`config.mk`:
```
export PLATFORM = sky130hd
export DESIGN_NAME = im_refill_ctrl_flat
export DESIGN_NICKNAME = d
export VERILOG_FILES = /design/src/rtl/im_refill_if.sv /design/src/rtl/im_refill_ctrl.sv /design/src/flat_wrapper.sv
export SDC_FILE = /design/constraint.sdc
export NUM_CORES = 1
export LEC_CHECK = 0
export CAP_MARGIN = 15
export CORE_MARGIN = 5
export CORE_UTILIZATION = 45
export CTS_CLUSTER_DIAMETER = 100
export DETAILED_ROUTE_END_ITERATION = 7
export PLACE_DENSITY = 0.86
export SETUP_SLACK_MARGIN = 0.4
export SYNTH_ARGS = -nofsm -noshare
export SYNTH_HDL_FRONTEND = slang
export SYNTH_SLANG_ARGS = --single-unit
```
`constraint.sdc`:
```
create_clock -name clk -period 2.9 [get_ports clk]
set_clock_uncertainty 0.2 [all_clocks]
set_input_delay 0.87 -clock clk [delete_from_list [all_inputs] [get_ports clk]]
set_output_delay 0.87 -clock clk [all_outputs]
set_load 0.1 [all_outputs]
```
`src/rtl/im_refill_if.sv`:
```
// Refill bus bundle: Icache-side request/return and instruction-memory port.
// slave: refill controller side; master: Icache plus memory side.
interface im_refill_if #(
   parameter int DATA_SIZE = 32
);
   logic                 IM_enable;
   logic [DATA_SIZE-1:0] IM_address;
   logic                 ready;
   logic [DATA_SIZE-1:0] DataIn;
   logic                 busy;
   logic                 line_done;
   logic                 mem_req;
   logic [DATA_SIZE-1:0] mem_addr;
   logic                 mem_gnt;
   logic                 mem_rvalid;
   logic [DATA_SIZE-1:0] mem_rdata;
   logic                 timeout_err;
   logic [63:0]          refill_cnt;

   modport slave (
      input  IM_enable, IM_address, mem_gnt, mem_rvalid, mem_rdata,
      output ready, DataIn, busy, line_done, mem_req, mem_addr,
             timeout_err, refill_cnt
   );

   modport master (
      output IM_enable, IM_address, mem_gnt, mem_rvalid, mem_rdata,
      input  ready, DataIn, busy, line_done, mem_req, mem_addr,
             timeout_err, refill_cnt
   );
endinterface

```
`src/rtl/im_refill_ctrl.sv`:
```
// Icache line refill controller: fetches LINE_WORDS words in ascending order.
// Ports: clk, rst (sync, active-high), bus (im_refill_if.slave).
module im_refill_ctrl #(
   parameter int DATA_SIZE  = 32,
   parameter int LINE_WORDS = 4,
   parameter int TIMEOUT    = 255
) (
   input logic        clk,
   input logic        rst,
   im_refill_if.slave bus
);
   localparam int WCW = (LINE_WORDS > 1) ? $clog2(LINE_WORDS) : 1;

   typedef enum logic [2:0] {
      IDLE, REQ, WAIT, RESP, DONE
   } state_t;

   state_t               state, state_nx;
   logic [DATA_SIZE-1:0] base_q;
   logic [WCW-1:0]       word_cnt;
   logic [7:0]           wait_cnt;
   logic [DATA_SIZE-1:0] data_q;
   logic                 terr_q;
   logic [63:0]          cnt_q;
   logic                 last_word;
   logic                 expire;

   assign last_word = (word_cnt == WCW'(LINE_WORDS - 1));
   assign expire    = (wait_cnt == 8'(TIMEOUT));

   assign bus.mem_req     = (state == REQ);
   assign bus.mem_addr    = base_q + (DATA_SIZE'(word_cnt) << 2);
   assign bus.ready       = (state == RESP);
   assign bus.busy        = (state != IDLE);
   assign bus.line_done   = (state == DONE);
   assign bus.DataIn      = data_q;
   assign bus.timeout_err = terr_q;
   assign bus.refill_cnt  = cnt_q;

   // rvalid is checked before expiry so a reply on the last cycle wins.
   always_comb begin
      state_nx = state;
      unique case (state)
         IDLE: if (bus.IM_enable) state_nx = REQ;
         REQ:  if (bus.mem_gnt) state_nx = WAIT;
         WAIT: begin
            if (bus.mem_rvalid) state_nx = RESP;
            else if (expire)    state_nx = REQ;
         end
         RESP: state_nx = last_word ? DONE : REQ;
         DONE: state_nx = IDLE;
         default: state_nx = IDLE;
      endcase
   end

   always_ff @(posedge clk) begin
      if (rst) begin
         state    <= IDLE;
         base_q   <= '0;
         word_cnt <= '0;
         wait_cnt <= '0;
         data_q   <= '0;
         terr_q   <= 1'b0;
         cnt_q    <= '0;
      end else begin
         state <= state_nx;
         if (state == IDLE && bus.IM_enable) begin
            // Line-aligned base; the line always starts at word 0.
            base_q   <= bus.IM_address & ~DATA_SIZE'(15);
            word_cnt <= '0;
         end
         if (state == REQ && bus.mem_gnt)
            wait_cnt <= '0;
         if (state == WAIT) begin
            if (bus.mem_rvalid)
               data_q <= bus.mem_rdata;
            else if (expire)
               terr_q <= 1'b1;
            else
               wait_cnt <= wait_cnt + 8'd1;
         end
         if (state == RESP && !last_word)
            word_cnt <= word_cnt + WCW'(1);
         if (state == DONE)
            cnt_q <= cnt_q + 64'd1;
      end
   end
endmodule

```
`src/flat_wrapper.sv`:
```
// flat-port wrapper written by rule: the top's interface ports become plain ports
module im_refill_ctrl_flat 
#(
   parameter int DATA_SIZE  = 32,
   parameter int LINE_WORDS = 4,
   parameter int TIMEOUT    = 255
)
  (clk, rst, bus_IM_enable, bus_IM_address, bus_mem_gnt, bus_mem_rvalid, bus_mem_rdata, bus_ready, bus_DataIn, bus_busy, bus_line_done, bus_mem_req, bus_mem_addr, bus_timeout_err, bus_refill_cnt);
  im_refill_if #(.DATA_SIZE(DATA_SIZE)) bus_i ();
  input logic clk;
  input logic rst;
  input wire logic [$bits(bus_i.IM_enable)-1:0] bus_IM_enable;
  input wire logic [$bits(bus_i.IM_address)-1:0] bus_IM_address;
  input wire logic [$bits(bus_i.mem_gnt)-1:0] bus_mem_gnt;
  input wire logic [$bits(bus_i.mem_rvalid)-1:0] bus_mem_rvalid;
  input wire logic [$bits(bus_i.mem_rdata)-1:0] bus_mem_rdata;
  output wire logic [$bits(bus_i.ready)-1:0] bus_ready;
  output wire logic [$bits(bus_i.DataIn)-1:0] bus_DataIn;
  output wire logic [$bits(bus_i.busy)-1:0] bus_busy;
  output wire logic [$bits(bus_i.line_done)-1:0] bus_line_done;
  output wire logic [$bits(bus_i.mem_req)-1:0] bus_mem_req;
  output wire logic [$bits(bus_i.mem_addr)-1:0] bus_mem_addr;
  output wire logic [$bits(bus_i.timeout_err)-1:0] bus_timeout_err;
  output wire logic [$bits(bus_i.refill_cnt)-1:0] bus_refill_cnt;
  assign bus_i.IM_enable = bus_IM_enable;
  assign bus_i.IM_address = bus_IM_address;
  assign bus_i.mem_gnt = bus_mem_gnt;
  assign bus_i.mem_rvalid = bus_mem_rvalid;
  assign bus_i.mem_rdata = bus_mem_rdata;
  assign bus_ready = bus_i.ready;
  assign bus_DataIn = bus_i.DataIn;
  assign bus_busy = bus_i.busy;
  assign bus_line_done = bus_i.line_done;
  assign bus_mem_req = bus_i.mem_req;
  assign bus_mem_addr = bus_i.mem_addr;
  assign bus_timeout_err = bus_i.timeout_err;
  assign bus_refill_cnt = bus_i.refill_cnt;
  im_refill_ctrl #(.DATA_SIZE(DATA_SIZE), .LINE_WORDS(LINE_WORDS), .TIMEOUT(TIMEOUT)) u_core (.clk(clk), .rst(rst), .bus(bus_i));
endmodule
```
==> flow_summary_export.csv <==
group,metric,value,unit
status,status,"complete, no violations",
sta,slew_headroom,51.7,%
final_layout,area_growth,47.9,%
clock_network,cts_hold_buf,0,
sta,maxSlewViolCount,0,
final_layout,nets,983,
floorplanning,io_pins,202,
clock_network,path_clk_slew,50,ps
worst_setup_path,path_cells,"buf_6 > nor3b_4 > buf_12",
placed_design,placedCellCount,1058,
route,viasPerCell,5.18,
floorplanning,row_count,41,
floorplanning,die_area,15200,um^2
worst_setup_path,worst_setup_path_start_kind,"register",
final_layout,drive_gt1_share,28.0,%
route,drtPass1Iterations,5,
sta,rsz0062_at_grt,"false",
worst_hold_path,min_path_type,"register to register",
placed_design,dp_hpwl,11100,um
pwr,p_leak,0.00336,uW
worst_setup_path,critPathBufInv,2,
floorplanning,core_area,12600,um^2
placed_design,numPortBuffers,195,
synthesis,syn_area,5770,um^2
placed_design,dp_slack,232,ps
pwr,vdd_drop_max,0.000447,V
worst_setup_path,crit_family,"buffers and inverters",
worst_setup_path,worst_ep_required_time,1830,ps
synthesis,synthArstFlopShare,0,%
synthesis,synthSimpleGateAreaFrac,29.7,%
placed_design,place_congestion,0.823,
floorplanning,die_h,123,um
global_route,grt_pass1_wl,24400,um
route,vias,5673,
synthesis,synth-compound-area-share,13.0,%
global_route,grt_usage,20.2,%
global_route,antenna_found_initial,0,
clock_network,clk_latency,420,ps
global_route,grt_max_degree,49,
clock_network,numClockSinks,138,
route,antenna_left,0,
synthesis,netlist-cell-type-count,46,
worst_setup_path,max_stage_delay,320,ps
worst_setup_path,end_kind,"output port",
pwr,powerDensity,584,nW/um^2
synthesis,ys.warnings.count,0,
clock_network,cts_tree,"built",
synthesis,synth_mux_area_share,0.347,%
synthesis,synth_top_family_by_area,"simple AND/OR/NAND/NOR gates",
worst_setup_path,arrival,1380,ps
synthesis,synth.yosys.seq_area_share,47.8,%
clock_network,cts_buffers,17,
sta,fin_crit_sh,84.4,%
worst_setup_path,path_max_fanout,12,
final_layout,ff_latch_area,2870,um^2
floorplanning,die-width,123,um
global_route,grt-ovfl-total,0,
route,routed_wl,15800,um
final_layout,num_antenna_cells,0,
worst_setup_path,cp_slowest_cell,"dfxtp_1",
worst_setup_path,path_class,"register to output port",
sta,min_period,2450,ps
run,drv_cap,0,
sta,fin_tns_setup,0,ps
clock_network,htree_num_levels,4,
final_layout,multi_input_area,2900,um^2
sta,worst_pin_slew,719,ps
synthesis,synth_xor_area_share,5.46,%
sta,max_freq,408,MHz
sta,layout_setup_ws,452,ps
clock_network,cts_root_buffer,"clkbuf_16",
floorplanning,initial_utilization,45.8,%
global_route,grt_pass1_vias,5058,
synthesis,synth_edf_count,0,
final_layout,fill_cells,1036,
sta,setup_viol,0,
placed_design,dpl_cell_area,7830,um^2
synthesis,avgSynthCellArea,8.14,um^2
route,wl_per_cell,14.4,um
route,drt_iter0_markers,436,
synthesis,synth-main-ff-cell,"dfxtp_1",
sta,finalHoldViolCount,0,
route,drc,0,
clock_network,cts_buffer_depth,2,
synthesis,syn-instance-count,709,
synthesis,synth_fa_ha_area_share,0.650,%
final_layout,fin_cells,1095,
final_layout,fin_area,8540,um^2
synthesis,ys_ff_latch,138,
## worst paths after layout
path | cells past startpoint | slack [ps] | start | to
setup / recovery | 3 | 450 | u_core.state[1] | bus_mem_req
hold / removal | 2 | 250 | u_core.bus.DataIn[3] | u_core.bus.DataIn[3]
setup reg to reg | 6 | 570 | u_core.bus.refill_cnt[7] | u_core.bus.refill_cnt[63]
hold reg to reg | 2 | 250 | u_core.bus.DataIn[3] | u_core.bus.DataIn[3]
## sequential cells by signal, indices dropped and copies added, names as in the netlist
signal                  count
u_core.base_q              28
u_core.bus.timeout_err      1
u_core.bus.refill_cnt      64
u_core.state                3
u_core.wait_cnt             8
u_core.bus.DataIn          32
u_core.word_cnt             2
## where the power goes
part	switching, uW	internal (uW)	leakage [uW]
Sequential	23.9	1930	0.00115
Combinational	546	226	0.00190
Clock	807	1460	0.000310
## per-stage QoR
step	hold slack, ps	utilization, %	total power [uW]
after detailed placement	247	62.1	2750
final	252	67.7	4990
after CTS	254	67.6	5030
after floorplan	253	-	2520
after global placement	242	62.1	2750
after global routing	270	67.7	5150
## Yosys cell counts, drive strengths merged (6+ instances only)
master / count / share of area [%]
nand4: 25 / 3.3
nand3: 27 / 2.3
and3: 14 / 1.5
or4: 6 / 0.78
o31ai: 6 / 0.78
o21ai: 26 / 2.3
a21oi: 100 / 8.7
xnor2: 10 / 1.5
nor3: 11 / 0.95
nor2: 59 / 3.8
or3: 26 / 2.8
buf: 8 / 0.71
nand2: 150 / 9.8
xor2: 26 / 3.9
dfxtp: 138 / 48
clkbuf: 29 / 1.9
## worst register-to-register path: cells and delay by family (launching register included)
family / cells / cell delay (ps)
and+or+nand+nor: 4 / 1300
DFF: 1 / 370
buffers and inverters: 1 / 230
AOI/OAI and AO/OA: 1 / 160
## cell type report
class,instances,share of cell area (%)
inverter,5,0.220
multi-input combinational,530,33.9
tap,172,2.52
sequential,138,33.6
clock inverter,9,1.23
timing repair buffer,219,22.3
clock buffer,22,6.18
## cells in the final DEF, fill, tap and decap left out, types with 2 or more instances in the layout
cell             synthesis  routed
and2_1                   5       5
a22oi_1                  3       3
dfxtp_2                  0      39
xnor2_1                 10      10
a21oi_1                100     100
dfxtp_1                138      83
inv_1                    5       5
o31ai_1                  6       6
xor2_1                  26      26
nand4_1                 21      21
nand2b_1                 2       2
dfxtp_4                  0      16
clkbuf_16                0      20
conb_1                   1       2
clkdlybuf4s50_1          0      63
nand2_1                150     150
buf_12                   0       7
clkinvlp_4               0       2
and3_1                  14      14
nand3b_1                 2       2
clkbuf_8                 0       2
nor3_1                  11       9
nand4_2                  3       3
clkinv_2                 0       3
nor3b_4                  0       2
mux2i_1                  2       2
ha_1                     3       3
bufinv_16                0       2
a31oi_1                  2       2
or4_1                    6       6
or3_1                   26      26
buf_6                    0       2
buf_4                    2     146
nor2_1                  59      58
and4_1                   5       5
nor4_4                   2       2
o21ai_0                 26      26
nand3_1                 27      27
or2_2                    2       2
## metal layers
| layer | part of all wire, % | GRT usage [%] | vias to the layer above |
|---|---|---|---|
| met3 | 7.4 | 6.27 | 28 |
| met2 | 49 | 32.8 | 177 |
| li1 | - | - | 2853 |
| met1 | 41 | 24.6 | 2615 |
| met5 | 0 | 0 | - |
| met4 | 2.6 | 8.86 | 0 |
## kinds of logic after synthesis
logic type                 after synthesis
and+or+nand+nor                        345
muxes                                    2
xor gates and xnor gates                36
DFF                                    138
adders and majority gates                3
other                                    1
buffers and inverters                   42
AOI/OAI and AO/OA                      142
## timing repair
| item | in CTS | in global routing |
|---|---|---|
| pin swaps | 3 | 1 |
| buffers inserted | 5 | 1 |
| setup endpoints to repair | 4 | 2 |
| gates cloned | 0 | 0 |
| resized for setup | 8 | 1 |
(Power assumes the default switching activity.)
